## config.mk

```make
export PLATFORM = sky130hd
export DESIGN_NAME = video_dram_slotter
export DESIGN_NICKNAME = d
export VERILOG_FILES = /design/src/rtl/video_dram_slotter.sv
export SDC_FILE = /design/constraint.sdc
export NUM_CORES = 1
export LEC_CHECK = 0
export BUFFER_PORTS_ARGS = -buffer_cell sky130_fd_sc_hd__buf_2
export CAP_MARGIN = 20
export CORE_ASPECT_RATIO = 0.8
export CORE_MARGIN = 4
export CORE_UTILIZATION = 29
export DETAILED_ROUTE_END_ITERATION = 8
export GPL_ROUTABILITY_DRIVEN = 0
export HOLD_SLACK_MARGIN = 0.15
export RECOVER_POWER = 50
export SYNTH_ARGS = -nofsm -noshare
export SYNTH_HDL_FRONTEND = slang
export SYNTH_SLANG_ARGS = --single-unit
```

## constraint.sdc

```tcl
create_clock -name clk_i -period 5.6 [get_ports clk_i]
set_input_delay 0.56 -clock clk_i [delete_from_list [all_inputs] [get_ports clk_i]]
set_output_delay 0.56 -clock clk_i [all_outputs]
set_load 0.005 [all_outputs]
```

## src/rtl/video_dram_slotter.sv

```systemverilog
// Per-slot DRAM arbiter: video gets a per-window quota of slots (from video_bw), CPU takes the rest.
// Latency: one registered command per dram_stb. CPU waits while video holds quota and has pending fetches.
module video_dram_slotter #(
   parameter int AW   = 21,
   parameter int DW   = 16,
   parameter int PEND = 7
) (
   input  logic          clk_i,
   input  logic          rst_i,
   input  logic          dram_stb_i,
   input  logic          line_start_i,
   input  logic          vid_go_i,
   input  logic [4:0]    video_bw_i,
   input  logic          vid_req_i,
   input  logic [AW-1:0] video_addr_i,
   input  logic          cpu_req_i,
   input  logic [AW-1:0] cpu_addr_i,
   input  logic          cpu_rnw_i,
   input  logic [DW-1:0] cpu_wdata_i,
   output logic          dram_req_o,
   output logic [AW-1:0] dram_addr_o,
   output logic          dram_rnw_o,
   output logic [DW-1:0] dram_wdata_o,
   output logic          dram_vid_o,
   output logic          vid_next_o,
   output logic          cpu_ack_o,
   output logic          vid_late_o
);

   localparam logic [2:0] PEND_MAX = 3'(PEND);

   logic [2:0]    win_cnt_q,  win_cnt_d;
   logic [1:0]    win_size_q, win_size_d;
   logic [2:0]    quota_q,    quota_d;
   logic [2:0]    vid_pend_q, vid_pend_d;
   logic          dram_req_q, dram_req_d;
   logic [AW-1:0] dram_addr_q, dram_addr_d;
   logic          dram_rnw_q, dram_rnw_d;
   logic [DW-1:0] dram_wdata_q, dram_wdata_d;
   logic          dram_vid_q, dram_vid_d;
   logic          vid_next_q, vid_next_d;
   logic          cpu_ack_q,  cpu_ack_d;
   logic          vid_late_q, vid_late_d;

   logic          win_start;
   logic          last_slot;
   logic [1:0]    cur_size;
   logic [2:0]    quota_eff;
   logic          grant_vid;
   logic          grant_cpu;

   // Highest set bit of the one-hot quota field wins.
   function automatic logic [2:0] quota_of(input logic [2:0] q);
      if (q[2])      return 3'd4;
      else if (q[1]) return 3'd2;
      else if (q[0]) return 3'd1;
      else           return 3'd0;
   endfunction

   function automatic logic [2:0] last_idx(input logic [1:0] sz);
      case (sz)
         2'b00:   return 3'd1;
         2'b01:   return 3'd3;
         default: return 3'd7;
      endcase
   endfunction

   always_comb begin
      win_start = dram_stb_i && (win_cnt_q == 3'd0);
      cur_size  = win_start ? video_bw_i[4:3] : win_size_q;
      last_slot = dram_stb_i && (win_cnt_q == last_idx(cur_size));
      quota_eff = win_start ? quota_of(video_bw_i[2:0]) : quota_q;
      grant_vid = dram_stb_i && vid_go_i && (vid_pend_q != 3'd0) && (quota_eff != 3'd0);
      grant_cpu = dram_stb_i && !grant_vid && cpu_req_i;
   end

   always_comb begin
      win_cnt_d  = win_cnt_q;
      win_size_d = win_size_q;
      quota_d    = quota_q;
      vid_pend_d = vid_pend_q;

      if (win_start) win_size_d = video_bw_i[4:3];
      if (dram_stb_i) begin
         win_cnt_d = last_slot ? 3'd0 : win_cnt_q + 3'd1;
         quota_d   = quota_eff - {2'b00, grant_vid};
      end

      case ({vid_req_i, grant_vid})
         2'b10:   if (vid_pend_q != PEND_MAX) vid_pend_d = vid_pend_q + 3'd1;
         2'b01:   vid_pend_d = vid_pend_q - 3'd1;
         default: vid_pend_d = vid_pend_q;
      endcase

      if (line_start_i) begin
         win_cnt_d  = 3'd0;
         quota_d    = 3'd0;
         vid_pend_d = 3'd0;
      end
   end

   always_comb begin
      dram_req_d   = dram_req_q;
      dram_addr_d  = dram_addr_q;
      dram_rnw_d   = dram_rnw_q;
      dram_wdata_d = dram_wdata_q;
      dram_vid_d   = dram_vid_q;
      vid_next_d   = grant_vid;
      cpu_ack_d    = grant_cpu;
      vid_late_d   = last_slot && vid_go_i && (vid_pend_d != 3'd0);

      if (dram_stb_i) begin
         dram_req_d = grant_vid || grant_cpu;
         dram_vid_d = grant_vid;
         if (grant_vid) begin
            dram_addr_d = video_addr_i;
            dram_rnw_d  = 1'b1;
         end else if (grant_cpu) begin
            dram_addr_d  = cpu_addr_i;
            dram_rnw_d   = cpu_rnw_i;
            dram_wdata_d = cpu_wdata_i;
         end
      end
   end

   always_ff @(posedge clk_i) begin
      if (rst_i) begin
         win_cnt_q    <= '0;
         win_size_q   <= '0;
         quota_q      <= '0;
         vid_pend_q   <= '0;
         dram_req_q   <= 1'b0;
         dram_addr_q  <= '0;
         dram_rnw_q   <= 1'b0;
         dram_wdata_q <= '0;
         dram_vid_q   <= 1'b0;
         vid_next_q   <= 1'b0;
         cpu_ack_q    <= 1'b0;
         vid_late_q   <= 1'b0;
      end else begin
         win_cnt_q    <= win_cnt_d;
         win_size_q   <= win_size_d;
         quota_q      <= quota_d;
         vid_pend_q   <= vid_pend_d;
         dram_req_q   <= dram_req_d;
         dram_addr_q  <= dram_addr_d;
         dram_rnw_q   <= dram_rnw_d;
         dram_wdata_q <= dram_wdata_d;
         dram_vid_q   <= dram_vid_d;
         vid_next_q   <= vid_next_d;
         cpu_ack_q    <= cpu_ack_d;
         vid_late_q   <= vid_late_d;
      end
   end

   assign dram_req_o   = dram_req_q;
   assign dram_addr_o  = dram_addr_q;
   assign dram_rnw_o   = dram_rnw_q;
   assign dram_wdata_o = dram_wdata_q;
   assign dram_vid_o   = dram_vid_q;
   assign vid_next_o   = vid_next_q;
   assign cpu_ack_o    = cpu_ack_q;
   assign vid_late_o   = vid_late_q;

endmodule

```

Word-level counts from Yosys, hierarchy flattened

Cells that the tools add are included.

Input bits: 71
Memories kept: 0
Word-level logic and storage cells: 56
Bits in registers: 54
Latch bits: 0
Output and inout bits: 43
ROM bits: 0
Memory bits (writable): 0

$mul: 0
Bitwise gates (word level): 1
Multiplexer cells: 14
Magnitude comparators: 0
Shifts and indexed selects: 0
Reduce and logical (&&, ||, !) cells: 20
Eq/ne operators: 5
Div/mod/pow operators: 0
Add/sub/neg operators: 4

Operator list:

| kind                                                                   | count |
|---|---|
| 21-bit 2-to-1 mux                                                      | 2 |
| 3-bit 2-to-1 mux                                                       | 5 |
| 3-bit case mux with 2 select lines                                     | 2 |
| 1-bit logical AND                                                      | 9 |
| 3-bit nonzero test                                                     | 3 |
| 3-bit by 1-bit adder with 3-bit output (second input constant)         | 2 |
| 2-bit by 1-bit equality test with 1-bit output (second input constant) | 2 |
| 2-bit 2-to-1 mux                                                       | 2 |
| 3-bit equality test                                                    | 1 |
| 3-bit logical NOT                                                      | 1 |
| 1-bit 2-to-1 mux                                                       | 3 |
| 3-bit inequality test (second input constant)                          | 1 |
| 3-bit AND reduction                                                    | 1 |
| 3-bit by 1-bit subtractor with 3-bit output                            | 1 |
| 3-bit by 1-bit subtractor with 3-bit output (second input constant)    | 1 |
| 2-bit equality test (second input constant)                            | 1 |
| 2-bit logical NOT                                                      | 1 |
| 2-bit AND reduction                                                    | 1 |
| 2-bit nonzero test                                                     | 1 |
| 2-bit OR reduction                                                     | 1 |
| 1-bit logical NOT                                                      | 1 |
| 1-bit logical OR                                                       | 1 |
| 1-bit inverter                                                         | 1 |

Depth between registers and ports, before layout

Gate-level depths: netlist of the first run.

Depth in word-level cells: 11
Depth in mapped cells: 13
Gate-level depth less buffers: 11

Worst setup path before layout of the first run

Ideal clock, no wire load.

Path type: reg2reg
Start point: register win_cnt_q[0]
End point: register vid_late_q, in the netlist vid_late_o
Stages on the path, launching flop included: 14
Data required time: 5.461 ns
Clock period less this slack: 2.631 ns
Setup slack: 2.969 ns
Arrival time: 2.493 ns
Library setup time: 0.139 ns
Path buffers: 2
Path through: dfxtp_1 > inv_1 > ha_1 > nand3b_4 > buf_6 > mux2_4 > or2_1 > buf_6 > inv_1 > ha_1 > a21oi_1 > a32o_1 > a221oi_1 > a311oi_1

Word-level cells in the longest chain between the ends: 10
Elaborated cells between the ends (all ways): 18
Those cells by class: eq/ne (4); mux (5); reduce/logical (9)

RTL lines:

| element                                                                                      | line | RTL |
|---|---|---|
| start, declared                                                                              | 32   | `logic [2:0] win_cnt_q, win_cnt_d;` |
| start signal, assigned                                                                       | 141  | `win_cnt_q <= win_cnt_d;` |
| 3-bit logical NOT (*)                                                                        | 69   | `win_start = dram_stb_i && (win_cnt_q == 3'd0);` |
| 1-bit logical AND (*)                                                                        | 69   |  |
| 3-bit 2-to-1 mux (*)                                                                         | 72   | `quota_eff = win_start ? quota_of(video_bw_i[2:0]) : quota_q;` |
| 3-bit nonzero test (*)                                                                       | 73   | `grant_vid = dram_stb_i && vid_go_i && (vid_pend_q != 3'd0) && (quota_eff != 3'd0);` |
| 1-bit logical AND (*)                                                                        | 73   |  |
| named net grant_vid                                                                          | 49   | `logic grant_vid;` |
| 2-bit by 1-bit equality test with 1-bit output / 2-bit equality test (equally long branches) | 89   | `case ({vid_req_i, grant_vid})` |
| 3-bit case mux with 2 select lines (*)                                                       | 89   |  |
| 3-bit 2-to-1 mux (*)                                                                         | 95   | `if (line_start_i) begin` |
| 3-bit nonzero test (*)                                                                       | 110  | `vid_late_d = last_slot && vid_go_i && (vid_pend_d != 3'd0);` |
| 1-bit logical AND (*)                                                                        | 110  |  |
| end signal, assigned                                                                         | 152  | `vid_late_q <= vid_late_d;` |
| end, declared                                                                                | 43   | `logic vid_late_q, vid_late_d;` |

The timed path passes the listed nets; every way through them passes the cells marked *.
A chain may end at the register's enable or synchronous reset.

Worst setup path after layout of the first run

Start point: input port dram_stb_i
End point: register vid_late_q, in the netlist vid_late_o

Word-level cells in the longest chain between the ends: 9
Elaborated cells between the ends (all ways): 19
Those cells by class: eq/ne (4); mux (5); reduce/logical (10)

RTL lines:

| element                                                                                      | line | RTL |
|---|---|---|
| start, declared                                                                              | 10   | `input logic dram_stb_i,` |
| 1-bit logical AND                                                                            | 69   |  |
| 3-bit 2-to-1 mux                                                                             | 72   |  |
| 3-bit nonzero test                                                                           | 73   |  |
| 1-bit logical AND (*)                                                                        | 73   |  |
| named net grant_vid                                                                          | 49   |  |
| 2-bit by 1-bit equality test with 1-bit output / 2-bit equality test (equally long branches) | 89   |  |
| 3-bit case mux with 2 select lines (*)                                                       | 89   |  |
| 3-bit 2-to-1 mux (*)                                                                         | 95   |  |
| 3-bit nonzero test (*)                                                                       | 110  |  |
| 1-bit logical AND (*)                                                                        | 110  |  |

Marks and branches as above.

==> impl_results.md, run 1 <==
- Run status: finished, violations left
- Failing checks: capacitance limit, slew limit
- Instance count on the critical path: 10
- ANT nets after route: 0
- GR Util met2: 0.2188
- GR Overflow Total: 0
- Final setup TNS: 0 ps
- Synthesized area per cell: just over 9 µm²
- Synthesis-to-finish area growth: 25.36%
- Hold-fix buffers at CTS: 0
- CTS buffer count: 5
- Reg power frac: 0.477
- Clock sinks: 54
- Worst path cell trace: buf_2 -> nand3b_4 -> mux2_4 -> or2_1 -> inv_1 -> ha_1 -> a21oi_1 -> a32o_1 -> a221oi_1 -> a311oi_1
- Critical Path End Type: flop
- Req. time, crit path: 5750 ps
- DR WL/cell: around 16 µm
- Top cell family by delay on the critical path: compound AO/OA/AOI/OAI gates
- Antenna diodes: 0
- Reg2Reg Depth: 11
- Nets: 479
- PortBufs: 113
- Fin crit share: 0.5911
- 1st-pass router iterations: 4
- Pin count of the biggest net entering global routing: 64
- Critical path type: in -> reg
- Post-synth cell types: 42
- GRT met3 Usage: 0.04093
- Logic pwr share: 0.144
- Chip width: 117.3 µm
- Post-DP HPWL: 5656 µm
- Clock Skews: 10.52 ps
- Synth Flop Type: dfxtp_1
- Slowest CP cell: buf_2
- CTS tree: done
- R2r startpoint: win_cnt_q[1]
- CTS root buf: clkbuf_16
- Clock Path Buffers: 2
- Post-synth EDFFs: 0
- Mapped cell area: between 2000 and 3000 µm²
- Pleak: 0.001389 µW
- Pint: 638.9 µW
- Detailed-route DRC error count: 0
- Die area: 11200 µm²
- Share of the synthesized area in the top cell type: 0.3899
- Vias in the first global route: 2588
- Clk pwr share: 0.379
- Finished Layout Cells: 515
- Final Max Slew Viols: between 60 and 70
- Max-Cap Viols: 1
- R2R Setup Slk: 2510 ps
- Actual slew at the worst max-slew pin: 2679 ps
- Ys Warns: 0
- Skew-Pair Late Insertion Delay: approximately 290 ps
- #FFs+latches synth: 54
- Slew margin rel.: -0.7863
- Max stage delay on crit path: 550 ps
- Drt total wl: 7997 µm
- Most Used Layer, Global Route: met2
- Placed instance count: 507
- Share of post-route cells with drive strength above 1: 0.2675
- 1st-iter DRT viols: 148
- Switching share of power: 0.2601
- Setup Buffers After CTS: 0
- H-Tree Depth: 2
- Clk pin slew, worst setup/hold paths: about 70 ps
- Sequential element share of the synthesized area: 0.3899
- First-pass GRT wire length: 12990 µm
- Final setup viols: 0
- Async set-reset flop share out of synthesis: 0
- Cells after synthesis: between 300 and 400
- CP arrival: approximately 3500 ps
- Switch Pwr: around 220 µW
- Startpoint types: input pin
- Fmax: 302.1 MHz
- Area contributors post-synth: dfxtp_1, a311oi_2, nand2b_1
- Final min period: 3310 ps
- RSZ-0062 raised after global routing: false
- Core area: approximately 9000 µm²
- Ports: 114
- Site row count: 31
- Maximum vdd drop: 0.1245 mV
- CTS resizes: 0
- Most frequent cell after synthesis: dfxtp_1
- Antenna violations before repair: 0
- Die Height: 95.46 µm
- Critical Path Start: dram_stb_i
- WP buf/inv: 2
- RR Endpoint: vid_late_o
- Setup crit end: vid_late_o
- Initial core utilization: 0.3016
- Syn Nets: between 300 and 400
- Grt met1 use: 0.1947
- Hold Vio Cnt, Final: 0
- Yosys top cell by area: dfxtp_1
- Via/cell ratio: 4.924
- Via count: 2536
- Total track usage: 0.1426
- Synth top cells by count: dfxtp_1, nand2b_1, nor3_1
- Pwr Density: 248.4 nW/µm²
- Critical-path maximum fanout: 38
- Worst hold path type: reg -> reg
[metrics by stage]
stage	utilization	power (µW)	area, µm²	worst slack [ps]	hold WS [ps]
2_1_floorplan	-	492.9	2773	2969	465.0
3_3_place_gp	0.3664	545.8	3368	2108	455.4
6_report	0.3781	863.5	3476	2290	469.6
5_1_grt	0.3781	910.6	3476	2035	489.5
3_5_place_dp	0.3664	548.2	3368	1985	459.0
4_1_cts	0.3834	881.7	3525	2282	470.8
[worst reg2reg max path, stage by stage, from the launching register on]
cell and delay, ps:
dfxtp_1 370, inv_1 80, ha_1 230, nand3b_4 180, mux2_4 440, or2_1 350, inv_1 140, ha_1 390
a21oi_1 80, a32o_1 230, a221oi_1 330, a311oi_1 140
[placed cells by master, fill, tap and decap left out, drive strengths merged, types with 4 or more instances in the layout]
cell type,n
mux2i,21
a21oi,10
clkbuf,42
o21ai,4
dfxtp,54
nand2,25
ha,9
nand3,21
nand2b,35
nor3,26
a311oi,22
nor2,12
buf,80
inv,8
[flip-flops by register name, indices dropped and copies added, names as in the netlist]
register,count
cpu_ack_o,1
dram_rnw_o,1
dram_addr_o,21
vid_pend_q,3
vid_next_o,1
dram_req_o,1
dram_vid_o,1
dram_wdata_o,16
win_size_q,2
vid_late_o,1
win_cnt_q,3
quota_q,3
[layout make-up]
type                    instances  area, µm²
fillers                       925       5717
multi-input cells             214       1525
flip-flops and latches         54       1081
repair buffers                116      539.3
well taps                     115      143.9
clock buffers                   6      138.9
inverters                       8      30.03
clock inverters                 2      17.52
[power by group through the flow]
stage	logic (µW)	registers, µW	clock network [µW]
6_report	124	412	327
5_1_grt	140	414	357
4_1_cts	128	412	342
3_5_place_dp	128	420	0
3_3_place_gp	126	420	0
2_1_floorplan	72.3	421	0
[cell families (layout without fill, tap and decap cells)]
logic type                 Yosys count  count (layout)  share of synthesized area
and+or+nand+nor                    129             129                     0.2437
DFF                                 54              54                     0.3899
AOI/OAI and AO/OA                   51              51                     0.1742
buffers and inverters               34             132                    0.06001
muxes                               23              23                    0.08529
adders and majority gates            9               9                    0.04061
xor gates and xnor gates             2               2                   0.006319
[per-layer routing]
layer  vias to the layer above  wire length (µm)
met3                         6               504
met5                         -                 0
met2                        81              3667
met4                         0               113
met1                      1183              3711
li1                       1266                 -
[how the worst min path moves through the flow]
stage | start | cells after the start | endpoint
floorplan | dram_wdata_o[0] | 2 | dram_wdata_o[0]
global placement | dram_wdata_o[13] | 2 | dram_wdata_o[13]
detailed placement | dram_vid_o | 2 | dram_vid_o
CTS | dram_vid_o | 2 | dram_vid_o
global route | dram_vid_o | 2 | dram_vid_o
finish | dram_vid_o | 2 | dram_vid_o
Note: power is estimated with default switching activity, not from simulation.
==> run 2, diff against run 1 <==
==> constraint.sdc (replaced) <==
create_clock -name clk_i -period 2.7 [get_ports clk_i]
set_input_delay 0.27 -clock clk_i [delete_from_list [all_inputs] [get_ports clk_i]]
set_output_delay 0.27 -clock clk_i [all_outputs]
set_load 0.005 [all_outputs]
==> impl_results.md, run 2 (synthesis gave the netlist of run 1 again) <==
- Run status: completed
- Commonest non-fill, non-tap cell in the layout: buf_2
- Total track usage: 0.1385 (-0.004088)
- Core area: 9193 µm² (unchanged)
- Site row count: 31 (unchanged)
- Clock sinks: 54 (unchanged)
- Clk pin slew, worst setup/hold paths: 70 ps (about the same)
- Critical Path End Type: flop
- Post-route cell area: 3557 µm² (+2.3%)
- Final Max Slew Viols: 0 (-100%)
- Vias in the first global route: 2694 (+4.1%)
- Post-DP Area: 3433 µm² (+1.9%)
- Critical-path maximum fanout: 6 (-84%)
- First-pass GRT wire length: 12880 µm (-0.85%)
- Synthesis-to-finish area growth: 28.29%
- Hold-fix buffers at CTS: 0 (unchanged)
- GR Overflow Total: 0 (unchanged)
- H-Tree Depth: 2 (unchanged)
- Pleak: 0.001449 µW (+4.3%)
- Critical path type: reg -> reg
- Worst hold path type: in -> reg
- Slowest CP cell: dfxtp_1
- CTS tree: done
- Initial core utilization: 0.3016 (unchanged)
- CTS root buf: clkbuf_16
- ANT nets after route: 0 (unchanged)
- Final WS setup: 145.0 ps (-2145 ps)
- Maximum vdd drop: 0.2492 mV (+100%)
- DR WL/cell: 14.98 µm (-3.5%)
- Ports: 114 (unchanged)
- Req. time, crit path: 2900 ps (-2850 ps)
- Pre-CTS setup slack: 204.0 ps (-1781 ps)
- 1st-iter DRT viols: 101 (-32%)
- Largest register FFs: 21 (unchanged)
- Detailed-route DRC error count: 0 (unchanged)
- Nets: 486 (+1.5%)
- Hold depth: 3 (+1)
- Clock Path Buffers: 2 (unchanged)
- Commonest cells after routing, fill and taps aside: buf_2, dfxtp_1, nand2b_1
- Post-DP HPWL: 5459 µm (-3.5%)
- Max-Cap Viols: 0 (-1)
- Slew margin rel.: 0.3350 (+1.121)
- Antenna violations before repair: 0 (unchanged)
- Fillers: 974 (+5.3%)
- Reg2Reg Depth: 11 (unchanged)
- Via count: 2571 (+1.4%)
- Skew-Pair Late Insertion Delay: 290 ps (about the same)
- Actual slew at the worst max-slew pin: 997.6 ps (-1682 ps)
- PortBufs: 113 (unchanged)
- Worst path cell trace: inv_1 -> ha_1 -> nand3b_2 -> mux2_4 -> or2_1 -> inv_1 -> ha_1 -> a21oi_1 -> a32o_1 -> a221oi_2 -> a311oi_1
- 1st-pass router iterations: 4 (unchanged)
- Pin count of the biggest net entering global routing: 49 (-23%)
- Share of post-route cells with drive strength above 1: 0.2948 (+0.02734)
- Antenna diodes: 0 (unchanged)
- CP arrival: 2750 ps (-720 ps)
- Hold Slack: 229.7 ps (-240.0 ps)
- Fmax: 391.4 MHz
- Final setup viols: 0 (unchanged)
- Die area: 11200 µm² (unchanged)
- Fin crit share: 0.9463
- Final min period: between 2000 and 3000 ps
- Clock Skews: 7.209 ps (-3.313 ps)
- Pwr Density: 521.2 nW/µm² (+110%)
- CTS buffer count: 5 (unchanged)
- Drt total wl: 7822 µm (-2.2%)
- Tot Pwr: 1854 µW (+110%)
- Max stage delay on crit path: 330 ps (-220 ps)
- Startpoint types: flop
- Final Util: 0.3870 (+0.008847)
- Via/cell ratio: 4.925 (about the same)
- Chip width: 117.3 µm (unchanged)
- Hold Vio Cnt, Final: 0 (unchanged)
- Die Height: 95.46 µm (unchanged)
run 2: timing repair:
| item | 4_1_cts | 5_1_grt |
|---|---|---|
| gates resized for setup | 0 | 2 |
| setup endpoints to repair | 0 | 1 |
| buffers inserted | 0 | 0 |
run 2: path summary, 6_finish.rpt:
path	start	end	slack, ps
max	win_cnt_q[0]	vid_late_o	150
min reg2reg	dram_wdata_o[11]	dram_wdata_o[11]	470
min	vid_go_i	vid_late_o	230
max reg2reg	win_cnt_q[0]	vid_late_o	150
run 2: cell type report:
| type | count | area (µm²) | area share |
|---|---|---|---|
| clock inverters | 3 | 40.04 | 0.01126 |
| repair buffers | 123 | 608.1 | 0.1709 |
| well taps | 115 | 143.9 | 0.04045 |
| inverters | 8 | 30.03 | 0.008442 |
| clock buffers | 5 | 125.1 | 0.03517 |
| flip-flops and latches | 54 | 1081 | 0.3039 |
| multi-input cells | 214 | 1529 | 0.4298 |
run 2: power breakdown:
group          internal (µW)  total [µW]  leakage [µW]  switching (µW)
Combinational            126         268      0.000924             142
Clock                    435         732     0.0000836             297
Sequential               832         853      0.000441            20.9
Total                   1390        1850       0.00145             460
run 2: routing by layer:
metal	part of all wire	track usage
met3	0.056	0.03321
met1	0.47	0.1789
met2	0.47	0.2346
met4	0.0075	0.03711
met5	0	0
run 2: through the flow:
step                      std cells  TNS [ps]
after floorplan                 302         0
after global placement          514         0
after detailed placement        514         0
after CTS                       522         0
after global routing            522    -19.34
final                           522         0
run 2: worst max-delay path: cells and delay by family (launching register included):
kind	cells	cell delay, ps
compound gates	4	750
fa+ha+maj	2	550
buf+inv	2	150
flops	1	330
mux	1	310
simple gates	2	370
